## src/rtl/router_pkt_tx.sv

```systemverilog
// Packet source for the router: buffers up to 63 payload bytes, then sends header, payload and parity.
// Optional feature macro: ROUTER_TX_PARITY_INJ_EN (inj_err inverts the parity byte of that packet).
module router_pkt_tx (
    input  logic       clk,
    input  logic       rstn,
    input  logic       ld_en,
    input  logic [7:0] ld_data,
    input  logic       start,
    input  logic [1:0] dest_addr,
    input  logic       inj_err,
    input  logic       busy,
    input  logic       error,
    output logic       pkt_valid,
    output logic [7:0] data_out,
    output logic       ld_full,
    output logic       tx_active,
    output logic       tx_done,
    output logic       pkt_err,
    output logic       cfg_err
);

    // state     | meaning
    // S_IDLE    | loading payload, waiting for start
    // S_HEADER  | driving {len, addr}
    // S_PAYLOAD | driving buffer[idx]
    // S_PARITY  | driving accumulated parity, pkt_valid low
    // S_CHECK   | two cycles watching router error
    typedef enum logic [2:0] {
        S_IDLE,
        S_HEADER,
        S_PAYLOAD,
        S_PARITY,
        S_CHECK
    } state_t;

    state_t     state_q, state_d;
    logic [7:0] pbuf [0:62];
    logic [5:0] count_q;
    logic [5:0] idx_q;
    logic [5:0] len_q;
    logic [1:0] addr_q;
    logic [7:0] parity_q;
    logic       chk_q;
    logic       start_ok;
    logic       load_ok;
    logic       last_byte;
    logic [7:0] header_byte;
    logic [7:0] parity_byte;

    assign start_ok    = start && (count_q != 6'd0) && (dest_addr != 2'd3);
    assign load_ok     = ld_en && (state_q == S_IDLE) && (count_q != 6'd63);
    assign last_byte   = (idx_q == len_q - 6'd1);
    assign header_byte = {len_q, addr_q};
    assign ld_full     = (count_q == 6'd63);

`ifdef ROUTER_TX_PARITY_INJ_EN
    logic inv_q;

    always_ff @(posedge clk or negedge rstn) begin
        if (!rstn)
            inv_q <= 1'b0;
        else if (state_q == S_IDLE && start_ok)
            inv_q <= inj_err;
    end

    assign parity_byte = inv_q ? ~parity_q : parity_q;
`else
    logic unused_inj;

    assign unused_inj  = inj_err;
    assign parity_byte = parity_q;
`endif

    always_ff @(posedge clk or negedge rstn) begin
        if (!rstn)
            state_q <= S_IDLE;
        else
            state_q <= state_d;
    end

    always_comb begin
        state_d   = state_q;
        pkt_valid = 1'b0;
        data_out  = 8'h00;
        tx_active = 1'b0;
        tx_done   = 1'b0;
        case (state_q)
            S_IDLE: begin
                if (start_ok)
                    state_d = S_HEADER;
            end
            S_HEADER: begin
                pkt_valid = 1'b1;
                data_out  = header_byte;
                tx_active = 1'b1;
                if (!busy)
                    state_d = S_PAYLOAD;
            end
            S_PAYLOAD: begin
                pkt_valid = 1'b1;
                data_out  = pbuf[idx_q];
                tx_active = 1'b1;
                if (!busy && last_byte)
                    state_d = S_PARITY;
            end
            S_PARITY: begin
                data_out  = parity_byte;
                tx_active = 1'b1;
                if (!busy)
                    state_d = S_CHECK;
            end
            S_CHECK: begin
                tx_active = 1'b1;
                if (chk_q) begin
                    tx_done = 1'b1;
                    state_d = S_IDLE;
                end
            end
            default: state_d = S_IDLE;
        endcase
    end

    // Payload storage needs no reset; count_q alone decides what is valid.
    always_ff @(posedge clk) begin
        if (load_ok)
            pbuf[count_q] <= ld_data;
    end

    always_ff @(posedge clk or negedge rstn) begin
        if (!rstn) begin
            count_q  <= 6'd0;
            idx_q    <= 6'd0;
            len_q    <= 6'd0;
            addr_q   <= 2'd0;
            parity_q <= 8'h00;
            chk_q    <= 1'b0;
            pkt_err  <= 1'b0;
            cfg_err  <= 1'b0;
        end else begin
            cfg_err <= 1'b0;
            case (state_q)
                S_IDLE: begin
                    if (load_ok)
                        count_q <= count_q + 6'd1;
                    if (start) begin
                        if (start_ok) begin
                            addr_q   <= dest_addr;
                            len_q    <= count_q;
                            idx_q    <= 6'd0;
                            parity_q <= 8'h00;
                            chk_q    <= 1'b0;
                            pkt_err  <= 1'b0;
                        end else begin
                            cfg_err <= 1'b1;
                        end
                    end
                end
                S_HEADER: begin
                    if (!busy)
                        parity_q <= header_byte;
                end
                S_PAYLOAD: begin
                    if (!busy) begin
                        parity_q <= parity_q ^ pbuf[idx_q];
                        idx_q    <= idx_q + 6'd1;
                    end
                end
                S_CHECK: begin
                    if (error)
                        pkt_err <= 1'b1;
                    chk_q <= ~chk_q;
                    if (chk_q)
                        count_q <= 6'd0;
                end
                default: ;
            endcase
        end
    end

endmodule
```

## config.mk

```make
export PLATFORM = sky130hd
export DESIGN_NAME = router_pkt_tx
export DESIGN_NICKNAME = d
export VERILOG_FILES = /design/src/rtl/router_pkt_tx.sv
export SDC_FILE = /design/constraint.sdc
export NUM_CORES = 1
export LEC_CHECK = 0
export BUFFER_PORTS_ARGS = -buffer_cell sky130_fd_sc_hd__clkbuf_2
export CORE_ASPECT_RATIO = 1.25
export CORE_MARGIN = 2
export CORE_UTILIZATION = 60
export DETAILED_ROUTE_END_ITERATION = 7
export GPL_TIMING_DRIVEN = 0
export PLACE_DENSITY = 0.83
export SKIP_LAST_GASP = 1
export SYNTH_ARGS = -nofsm -noshare
export SYNTH_HDL_FRONTEND = slang
export SYNTH_SLANG_ARGS = --single-unit
```

## constraint.sdc

```tcl
create_clock -name clk -period 3.78 [get_ports clk]
set_input_delay 0.378 -clock clk [delete_from_list [all_inputs] [get_ports clk]]
set_output_delay 0.378 -clock clk [all_outputs]
set_load 0.005 [all_outputs]
```

After elaboration in Yosys (flattened, before gate mapping) --
Memory sizes are Yosys's and may differ from the RTL's. Cells that the tools add are included.
Word-level totals: register bits 34, output and inout bits 14, memories kept 1, bits in writable memories 504
Operators by class: equal/unequal tests 17, mux-type cells 33, bitwise gates (word level) 2, add/subtract/negate cells 3, reductions and logical operators 20
Memory list:
- pbuf | depth 63, bits a word 8, rd ports 1, clocked after memory_dff 0, wr ports 1, RTL line 37 | logic [7:0] pbuf [0:62];
Operators with widths (number):
- $pmux W8 S3 | 2
- $mux W8 | 4
- $mux W6 | 5
- $pmux W6 S2 | 2
- $ne A2 B2 Y1 const B | 10
- $mux W3 | 5
- $pmux W3 S5 | 1
- $add A6 B1 Y6 const B | 2
- $mux W1 | 12
- $reduce_and A5 Y1 | 2
- $reduce_and A3 Y1 | 3
- $reduce_and A4 Y1 | 2
- $xor A8 B8 Y8 | 1
- $eq A3 B2 Y1 const B | 2
- $eq A6 B6 Y1 | 1
- $eq A6 B6 Y1 const B | 1
- $ne A6 B6 Y1 const B | 1
- $reduce_bool A6 Y1 | 1
- $sub A6 B1 Y6 const B | 1
- $logic_and A1 B1 Y1 | 5
- $pmux W1 S2 | 2
- $reduce_bool A2 Y1 | 2
- $reduce_or A4 Y1 | 1
- $eq A3 B1 Y1 const B | 1
- 6 further kinds | 6

Logic depth before layout (Yosys ltp) --
Gate-level depths: netlist of the first run.
word-level depth 6, mapped depth 11, depth with buffers taken out 8

Worst setup path after synthesis of the first run --
OpenSTA, ideal clock, no wires.
kind reg2out, from register idx_q[0], to output port data_out[5], arrival time 2.266 ns, path slack 1.136 ns, cell stages (with the launch flop) 9, required time 3.402 ns, cells stage by stage dfrtp_1 buf_4 buf_6 mux4_2 mux4_2 and2_1 o21ai_1 o21ai_1 a221o_1
On the way: longest elaborated chain between the ends 2
Ends and longest elaborated chain:
- from (decl) | RTL line 39 | logic [5:0] idx_q;
- from (signal assigned) | RTL line 165 | idx_q <= idx_q + 6'd1;
- $mem_v2 Z63 W8
- $pmux W8 S3 | RTL line 87 | case (state_q)
- to (decl) | RTL line 14 | output logic [7:0] data_out,
No other way between the ends.

Worst setup path in the final report of the first run --
from register idx_q[1], to output port data_out[5]
The elaborated chain is that of the path after synthesis.

==> results of run 1 <==
## synth_stat cells (all sizes together) (3+ instances only)
library cell,instances,area (um2)
xor2,5,43.79
mux2,8,90.09
xnor2,8,70.07
o22a,5,43.79
or3,14,87.58
and4,5,43.79
o211ai,14,105.1
nand2,53,198.9
nand2b,9,56.30
inv,16,60.06
nor2,88,330.3
mux4,100,2252
buf,38,256.5
nand3,19,95.09
and3,3,18.77
a211oi,3,22.52
mux2i,84,840.8
a22oi,14,105.1
and2,9,56.30
o21ai,34,170.2
nor3,10,50.05
nor2b,10,62.56
or2,7,43.79
edfxtp,504,15130
o22ai,16,100.1
dfrtp,34,850.8
ha,4,50.05
clkbuf,31,116.4
a2111oi,3,26.28
a221oi,5,43.79
nor4,3,18.77
o221ai,11,96.34
a21oi,20,100.1
## cells by family (layout without fill, tap and decap cells)
kind of cell	count (synthesis)	after routing	share of synthesized area, %
flops	538	538	73.11
compound gates	140	140	4.326
xor+xnor	13	13	0.5208
buf+inv	85	206	1.980
fa+ha+maj	4	4	0.2289
mux	192	192	14.56
simple gates	241	241	5.271
## worst reg2reg max path, cell delays in order, from the launching register on
cell	delay (ps)
dfrtp_1	400
clkbuf_1	220
nor3_1	420
o211ai_1	380
nor2_1	630
nand3_1	430
nor2_1	860
## layer usage
| layer | up-vias | GRT usage (%) |
|---|---|---|
| li1 | 5033 | - |
| met1 | 6254 | 36.54 |
| met2 | 909 | 47.93 |
| met3 | 221 | 6.154 |
| met4 | 0 | 15.89 |
| met5 | - | 0 |
## where the power goes
part           switching (mW)  internal, mW  total [mW]  leakage (nW)
registers               0.148          6.71        6.86          4.98
clock network            2.10          2.70        4.79         0.735
logic                    2.87          1.96        4.83          2.15
## state kept, by name, summed over array words and instances (netlist names)
signal       flops
pbuf           504
parity_byte      8
count_q          6
idx_q            6
len_q            6
state_q          3
addr_q           2
cfg_err          1
chk_q            1
pkt_err          1
## worst paths after layout
kind,start,endpoint,slack (ps),cells after the start
setup / recovery,idx_q[1]$_DFFE_PN0P_,data_out[5],40,9
max in group asynchronous,rstn,parity_byte[6]$_DFFE_PN0P_,2750,2
min in group asynchronous,rstn,pkt_err$_DFFE_PN0P_,460,2
setup reg to reg,state_q[1]$_DFFE_PN0P_,pbuf[61][5]$_DFFE_PP_,50,6
hold / removal,start,cfg_err$_DFF_PN0_,8,3
hold reg to reg,addr_q[0]$_DFFE_PN0P_,addr_q[0]$_DFFE_PN0P_,500,2
## layout make-up
class	count	area share [%]
clock buffers	56	4.956
well taps	480	2.460
multi-input cells	590	22.61
clock inverters	28	1.194
repair buffers	37	1.056
inverters	16	0.2460
flip-flops and latches	538	65.48
plain buffers	69	1.999
## per-stage QoR
step,setup slack (ps),setup TNS (ps),cell area (um2),std cells
3_5_place_dp,-32.45,-32.45,22610,1722
2_1_floorplan,1136,0,21860,1213
6_report,35.38,0,24410,1814
5_1_grt,-37.60,-210.0,24410,1814
4_1_cts,-47.46,-54.82,24210,1807
3_3_place_gp,-30.28,-30.28,22610,1722
## repair_timing
item	4_1_cts	5_1_grt
setup endpoints to repair	8	21
pin swaps	0	0
setup buffers	0	3
resized for setup	35	38
hold buffers	1	0
hold endpoints to repair	34	0
==> results.sh, run 1 <==
export IMPL_hold_class="primary input to register"
export IMPL_die_h_um=217.4
export IMPL_avgSynthCellArea_um2=18.02
export IMPL_antenna_found_initial=1
export IMPL_cts_sinks=538
export IMPL_gp_congestion=0.9136
export IMPL_critPathKind="register to output port"
export IMPL_drt_iter0_drc=1875
export IMPL_crit_family="compound AO/OA/AOI/OAI gates"
export IMPL_die_area_um2=37990
export IMPL_leakage_nw=7.868
export IMPL_fmax_mhz=267.1
export IMPL_cp_end_kind="output port"
export IMPL_dieWidth_um=174.7
export IMPL_cp_slowest_stage_delay_ps=420
export IMPL_max_slew_margin_pct=8.640
export IMPL_slowest_stage="buf_2"
export IMPL_vias=12420
export IMPL_core_area_um2=36110
export IMPL_ys_seq_elements=538
export IMPL_io_buffers=29
export IMPL_synth_area_um2=21860
export IMPL_viasPerCell=6.845
export IMPL_max_cap_violations=0
export IMPL_track_usage_pct=29.10
export IMPL_finalHoldViolCount=0
export IMPL_wl_met1_mm=18.95
export IMPL_yosysWarnings=0
export IMPL_grt_pass1_wl_mm=80.17
export IMPL_wl_met3_mm=5.404
export IMPL_drive_gt1_share_pct=20.91
export IMPL_diodes=0
export IMPL_maxUsedRoutingLayer="met4"
export IMPL_grt_start_max_net_pins=64
export IMPL_crit_arrival_ps=3370
export IMPL_worst_path_buf_inv=3
export IMPL_max_vdd_ir_drop_mv=0.4218
export IMPL_worst_setup_path_start_kind="register"
export IMPL_synthArstFlopShare_pct=6.320
export IMPL_ant_nets=0
export IMPL_layout_commonest_cell="edfxtp_1"
export IMPL_clk_latency_ps=580
export IMPL_cts_made_buffers=47
export IMPL_dr_pass1_iters=6
export IMPL_std_cell_rows=78
export IMPL_synth_flop_cell="edfxtp_1"
export IMPL_rsz0062_at_grt="yes"
export IMPL_fin_crit_sh_pct=99.06
export IMPL_start_util_pct=60.55
export IMPL_syn2layout_area_growth_pct=11.66
export IMPL_finalPower_mw=16.47
export IMPL_htree_levels=2
export IMPL_slew_viol_final=0
export IMPL_syn_nets=1234
export IMPL_fillers=2155
export IMPL_path_clk_slew_ps=60
export IMPL_drc_errors=0
export IMPL_seqCellArea_um2=15990
export IMPL_grt_pass1_vias=12370
export IMPL_overflow=0
export IMPL_dp_hpwl_mm=33.18
export IMPL_power_density_nw_per_um2=674.8
export IMPL_nets=1320
export IMPL_root_buffer="clkbuf_16"
export IMPL_multi_input_area_um2=5520
export IMPL_crit_path_cell_trace="buf_2, clkbuf_4, nand2_1, o22ai_1, nor3_1, o311ai_1, o21ai_1, a221o_1, clkbuf_2"
export IMPL_worst_pin_slew_ps=1370
export IMPL_route_met2_wl_mm=26.99
export IMPL_utilization_pct=67.61
export IMPL_setup_viol=0
export IMPL_holdWs_ps=8.172
export IMPL_min_period_ps=3745
export IMPL_finClkSkew_ps=20.65
export IMPL_syn_inst=1213
export IMPL_routed_wl_mm=54.46
export IMPL_clockBufferDepth=3
export IMPL_ys_types=59
export IMPL_io_pins=31
export IMPL_status="finished, final reports clean"
export IMPL_cts_tree="done"
export IMPL_path_max_fanout=10
export IMPL_wl_per_cell_um=30.02
export IMPL_ys_seq_area_share_pct=73.11
export IMPL_crit_required_ps=3400
export IMPL_layout_common_cells="edfxtp_1 (504), mux4_2 (100), nor2_1 (86)"
export IMPL_synth_edf_count=504
Power figures use the tool's default switching activity.
==> inputs of run 2 (changes only) <==
--- a/config.mk
+++ b/config.mk
@@ -6,12 +6,14 @@
 export NUM_CORES = 1
 export LEC_CHECK = 0
 export BUFFER_PORTS_ARGS = -buffer_cell sky130_fd_sc_hd__clkbuf_2
+export CELL_PAD_IN_SITES_DETAIL_PLACEMENT = 0
+export CELL_PAD_IN_SITES_GLOBAL_PLACEMENT = 2
 export CORE_ASPECT_RATIO = 1.25
 export CORE_MARGIN = 2
-export CORE_UTILIZATION = 60
+export CORE_UTILIZATION = 52
 export DETAILED_ROUTE_END_ITERATION = 7
 export GPL_TIMING_DRIVEN = 0
-export PLACE_DENSITY = 0.83
+export PLACE_DENSITY = 0.91
 export SKIP_LAST_GASP = 1
 export SYNTH_ARGS = -nofsm -noshare
 export SYNTH_HDL_FRONTEND = slang
==> run 2 against run 1 <==
Against the previous run:
- the run now ends with setup timing left
- worst hold slack improved by 16 ps
- critical path depth fell by 3
- flip-flop and latch count did not move
- non-clock buffer count did not move
- register-to-register slack got worse by 50 ps
- via count fell by 5.6%
- critical path type is now register to register
- critical endpoint is now pbuf[13][6]$_DFFE_PP_
==> results.sh, run 2 (synthesis gave the netlist of run 1 again) <==
export IMPL_layout_commonest_cell="edfxtp_1"
export IMPL_reg2regPathDepth=6
export IMPL_status="finished with violations"
export IMPL_track_usage_pct=24.23
export IMPL_wl_per_cell_um=27.68
export IMPL_finClkSkew_ps=27.27
export IMPL_drive_gt1_share_pct=22.55
export IMPL_r2r_setup_slack_ps=-1
export IMPL_cts_made_buffers=48
export IMPL_dr_pass1_iters=5
export IMPL_placed_area_um2=22710
export IMPL_power_frac_comb_pct=29.4
export IMPL_slew_viol_final=0
export IMPL_start_util_pct=52.27
export IMPL_place_worst_setup_slack_ps=-224.7
export IMPL_max_cap_violations=0
export IMPL_swShare_pct=30.79
export IMPL_min_period_ps=3781
export IMPL_fmax_mhz=264.5
export IMPL_regMostFlops="pbuf"
export IMPL_grt_pass1_vias=11610
export IMPL_violations="setup timing"
export IMPL_min_from="start"
export IMPL_cp_end_kind="register"
export IMPL_placedCellCount=1801
export IMPL_io_pins=31
export IMPL_largest_reg_flops=504
export IMPL_layout_common_cells="edfxtp_1 (504), mux4_2 (100), mux2i_1 (78)"
export IMPL_dieWidth_um=187.4
export IMPL_crit_required_ps=3970
export IMPL_hold_class="primary input to register"
export IMPL_fin_ws_ps=-1.333
export IMPL_finalHoldViolCount=0
export IMPL_gp_congestion=0.8524
export IMPL_r2r_start="state_q[1]$_DFFE_PN0P_"
export IMPL_die_h_um=233.3
export IMPL_drt_iter0_drc=1339
export IMPL_vias=11730
export IMPL_fin_crit_sh_pct=100.0
export IMPL_max_slew_margin_pct=11.16
export IMPL_crit_arrival_ps=3970
export IMPL_worst_setup_path_start_kind="register"
export IMPL_min_to="cfg_err$_DFF_PN0_"
export IMPL_ant_nets=0
export IMPL_syn2layout_area_growth_pct=12.70
export IMPL_path_clk_slew_ps=60
export IMPL_power_density_nw_per_um2=669.0
export IMPL_grt_start_max_net_pins=64
export IMPL_share_seq_of_total_power_pct=41.6
export IMPL_overflow=0
export IMPL_core_area_um2=41830
export IMPL_std_cell_rows=84
export IMPL_routed_wl_mm=52.45
export IMPL_cts_tree="done"
export IMPL_die_area_um2=43710
export IMPL_cts_sinks=538
export IMPL_htree_levels=2
export IMPL_grt_pass1_wl_mm=76.67
export IMPL_worst_pin_slew_ps=1333
export IMPL_leakage_nw=7.896
export IMPL_pwr_share_clk_pct=29.0
export IMPL_rsz0062_at_grt="yes"
export IMPL_internal_power_mw=11.41
export IMPL_setup_viol=4
export IMPL_path_max_fanout=10
export IMPL_io_buffers=29
export IMPL_min_path_cells=3
export IMPL_antenna_found_initial=1
export IMPL_drc_errors=0
export IMPL_nets=1321
export IMPL_max_vdd_ir_drop_mv=0.3496
export IMPL_fin_cells=1895
export IMPL_power_switching_mw=5.075
export IMPL_finish_instance_area_um2=24640
export IMPL_dp_hpwl_mm=34.34
export IMPL_reg2reg_to="pbuf[13][6]$_DFFE_PP_"
export IMPL_root_buffer="clkbuf_16"
export IMPL_critPathKind="register to register"
export IMPL_viasPerCell=6.188
export IMPL_clk_latency_ps=590
export IMPL_clockBufferDepth=3
-- run 2: changes by cell type in the layout (fill, tap and decap cells not counted), moves of 3 or more --
cell,before,now
buf_4,9,12
inv_6,3,0
nor2_2,2,18
buf_6,9,6
clkbuf_16,47,50
nor2_1,86,70
mux2i_2,7,4
o21ai_2,0,3
-- run 2: how the worst max path moves through the flow --
stage                       endpoint  slack [ps]  cells past startpoint                    from
5_1_grt        pbuf[61][1]$_DFFE_PP_        -200                      6  state_q[1]$_DFFE_PN0P_
2_1_floorplan            data_out[5]        1140                      8    idx_q[0]$_DFFE_PN0P_
3_5_place_dp             data_out[3]        -220                     10    idx_q[1]$_DFFE_PN0P_
6_report       pbuf[13][6]$_DFFE_PP_          -1                      6  state_q[1]$_DFFE_PN0P_
3_3_place_gp             data_out[3]        -220                     10    idx_q[1]$_DFFE_PN0P_
4_1_cts                  data_out[3]          -4                     12    idx_q[0]$_DFFE_PN0P_
-- run 2: cell type report --
cell class,count,area (um2)
Fill cell,3079,17190
Sequential cell,538,15990
Multi-Input combinational cell,590,5610
Clock buffer,62,1296
Tap cell,559,699.4
Buffer,69,504.2
Timing Repair Buffer,37,247.7
Clock inverter,23,234.0
Inverter,16,60.06
Antenna cell,1,2.502
-- run 2: metal layers --
layer | share of wire (%) | global-route usage [%] | vias up
li1 | - | - | 5052
met1 | 38 | 31.35 | 6032
met2 | 51 | 41.89 | 530
met3 | 6.6 | 3.365 | 113
met4 | 4.1 | 9.621 | 0
met5 | 0 | 0 | -
-- run 2: timing repair --
| action | CTS | global route |
|---|---|---|
| endpoints found under the setup margin | 8 | 232 |
| hold buffers | 2 | 0 |
| setup buffers | 0 | 3 |
| pin swaps | 0 | 1 |
| hold endpoints to repair | 35 | 0 |
| gates resized for setup | 58 | 47 |
-- run 2: critical path, stage by stage, from the launching register on --
cell and delay (ps):
dfrtp_1 390, clkbuf_1 210, nor3_1 510, o211ai_1 400
nor2_1 670, nand2_1 450, nor2_1 780
-- run 2: per-stage QoR --
step / utilization (%) / power, mW / hold slack, ps / TNS, ps
final: 58.90 / 16.49 / 23.77 / -4.973
after global routing: 58.90 / 17.01 / 23.82 / -13420
after CTS: 58.41 / 16.40 / 3.547 / -5.441
after detailed placement: 54.29 / 11.48 / 538.6 / -576.5
after global placement: 54.29 / 11.44 / 523.6 / -635.9
after floorplan: - / 9.908 / 82.41 / 0
-- run 2: power by group through the flow --
stage	clock (mW)	sequential (mW)	combinational [mW]
detailed placement	0	6.98	4.50
CTS	4.82	6.86	4.72
global placement	0	6.97	4.46
global route	5.03	6.88	5.10
floorplan	0	6.92	2.99
finish	4.78	6.86	4.85
==> inputs of run 3 (changes only) <==
--- a/config.mk
+++ b/config.mk
@@ -13,7 +13,7 @@
 export CORE_UTILIZATION = 52
 export DETAILED_ROUTE_END_ITERATION = 7
 export GPL_TIMING_DRIVEN = 0
-export PLACE_DENSITY = 0.91
+export PLACE_DENSITY = 0.81
 export SKIP_LAST_GASP = 1
 export SYNTH_ARGS = -nofsm -noshare
 export SYNTH_HDL_FRONTEND = slang
==> run 3 against run 2 <==
Against the previous run:
- the run still ends with setup timing left
- routed wire length increased by 4.8%
- flip-flop and latch count did not move
- register-to-register slack lost 40 ps
- total power is 2.2% higher
- first-iteration DRC count down 14%
- clock skew rose by 1.9 ps
- largest cell class unchanged
==> results.sh, run 3 (synthesis gave the netlist of run 1 again) <==
export IMPL_status="finished with violations"
export IMPL_violations="setup timing"
export IMPL_crit_arrival_ps=4030
export IMPL_die_area_um2=43710
export IMPL_io_pins=31
export IMPL_max_slew_margin_pct=8.751
export IMPL_drc_errors=0
export IMPL_fmax_mhz=261.6
export IMPL_viasPerCell=6.107
export IMPL_grt_pass1_wl_mm=79.76
export IMPL_seqCellArea_um2=15990
export IMPL_root_buffer="clkbuf_16"
export IMPL_setup_viol=25
export IMPL_grt_pass1_vias=11850
export IMPL_finClkSkew_ps=29.14
export IMPL_antenna_found_initial=0
export IMPL_layout_commonest_cell="edfxtp_1"
export IMPL_worst_setup_path_start_kind="register"
export IMPL_power_density_nw_per_um2=677.9
export IMPL_max_cap_violations=0
export IMPL_path_clk_slew_ps=60
export IMPL_cts_tree="done"
export IMPL_fin_crit_sh_pct=101.1
export IMPL_holdWs_ps=45.07
export IMPL_overflow=0
export IMPL_cts_made_buffers=51
export IMPL_nets=1328
export IMPL_rsz0062_at_grt="yes"
export IMPL_regMostFlops="pbuf"
export IMPL_syn2layout_area_growth_pct=13.64
export IMPL_cp_end_kind="register"
export IMPL_dr_pass1_iters=6
export IMPL_finalHoldViolCount=0
export IMPL_slew_viol_final=0
export IMPL_max_vdd_ir_drop_mv=0.3739
export IMPL_diodes=0
export IMPL_htree_levels=2
export IMPL_finalPower_mw=16.84
export IMPL_routed_wl_mm=54.97
export IMPL_core_area_um2=41830
export IMPL_hold_class="primary input to register"
export IMPL_wl_per_cell_um=28.81
export IMPL_path_max_fanout=10
export IMPL_dieWidth_um=187.4
export IMPL_cts_sinks=538
export IMPL_clk_latency_ps=590
export IMPL_clockBufferDepth=3
export IMPL_grt_start_max_net_pins=64
export IMPL_std_cell_rows=84
export IMPL_min_period_ps=3823
export IMPL_largest_reg_flops=504
export IMPL_track_usage_pct=25.61
export IMPL_drive_gt1_share_pct=23.20
export IMPL_start_util_pct=52.27
export IMPL_ant_nets=0
export IMPL_leakage_nw=7.992
export IMPL_fin_ws_ps=-43.23
export IMPL_die_h_um=233.3
export IMPL_io_buffers=29
export IMPL_fillers=3182
export IMPL_dp_hpwl_mm=35.85
export IMPL_vias=11650
export IMPL_worst_pin_slew_ps=1369
export IMPL_crit_required_ps=3980
export IMPL_multi_input_area_um2=5595
export IMPL_drt_iter0_drc=1158
export IMPL_critPathKind="register to register"
export IMPL_layout_common_cells="edfxtp_1 (504), mux4_2 (100), mux2i_1 (78)"
export IMPL_gp_congestion=0.8351
==> run 3: cell count changes in the layout (fill, tap and decap cells not counted), moves of 2 or more <==
cell           previous run  this run
mux2i_4                   2         0
clkbuf_8                  0         2
clkbuf_16                50        52
o21ai_1                   6         9
o21ai_2                   3         1
clkinv_2                  7        10
dlygate4sd3_1             2         4
buf_8                     2         5
buf_6                     6         3
mux2i_2                   4         6
==> run 3: worst paths after layout <==
path / slack [ps] / from / endpoint / depth (start not counted)
max in group asynchronous: 2710 / rstn / parity_byte[0]$_DFFE_PN0P_ / 2
worst max-delay path: -40 / state_q[1]$_DFFE_PN0P_ / pbuf[61][5]$_DFFE_PP_ / 6
min in group asynchronous: 470 / rstn / pkt_err$_DFFE_PN0P_ / 2
worst max register to register: -40 / state_q[1]$_DFFE_PN0P_ / pbuf[61][5]$_DFFE_PP_ / 6
worst min-delay path: 50 / error / pkt_err$_DFFE_PN0P_ / 3
worst min register to register: 510 / addr_q[0]$_DFFE_PN0P_ / addr_q[0]$_DFFE_PN0P_ / 2
==> run 3: timing repair <==
| action | 4_1_cts | 5_1_grt |
|---|---|---|
| gates resized for setup | 55 | 53 |
| pin swaps | 1 | 1 |
| setup buffers | 0 | 3 |
| hold endpoints to repair | 37 | 0 |
| setup endpoints to repair | 8 | 240 |
| hold buffers | 4 | 0 |
==> run 3: cell type report <==
class,instances,share of cell area (%)
Buffer,69,2.100
Clock buffer,65,5.514
Clock inverter,30,1.204
Inverter,16,0.2417
Multi-Input combinational cell,590,22.52
Sequential cell,538,64.34
Tap cell,559,2.815
Timing Repair Buffer,41,1.269
==> run 3: per-stage QoR <==
stage	std cells	util [%]	TNS [ps]	setup slack [ps]	area, um2
2_1_floorplan	1213	-	0	1136	21860
3_3_place_gp	1801	54.29	-673.7	-207.4	22710
3_5_place_dp	1801	54.29	-723.1	-230.8	22710
4_1_cts	1900	58.74	-244.8	-63.22	24570
5_1_grt	1908	59.40	-17840	-247.8	24850
6_report	1908	59.40	-531.0	-43.23	24850
==> run 3: per-layer routing <==
metal  part of all wire [%]  global-route usage (%)  up-vias
met1                     40                   33.14     6090
met3                    6.2                   4.642      107
met2                     50                   42.95      398
li1                       -                       -     5057
met5                      0                       0        -
met4                    4.1                   11.22        0
==> run 3: critical path, stage by stage (launching register included) <==
cell and delay, ps:
dfrtp_1 390, clkbuf_1 230, nor3_1 470, o211ai_1 380, nor2_1 690, nand3_1 430
nor2_1 850
==> run 3: power by group <==
part	internal, mW	total (mW)	switching, mW
clock network	2.92	5.10	2.18
logic	2.00	4.89	2.89
registers	6.71	6.85	0.142
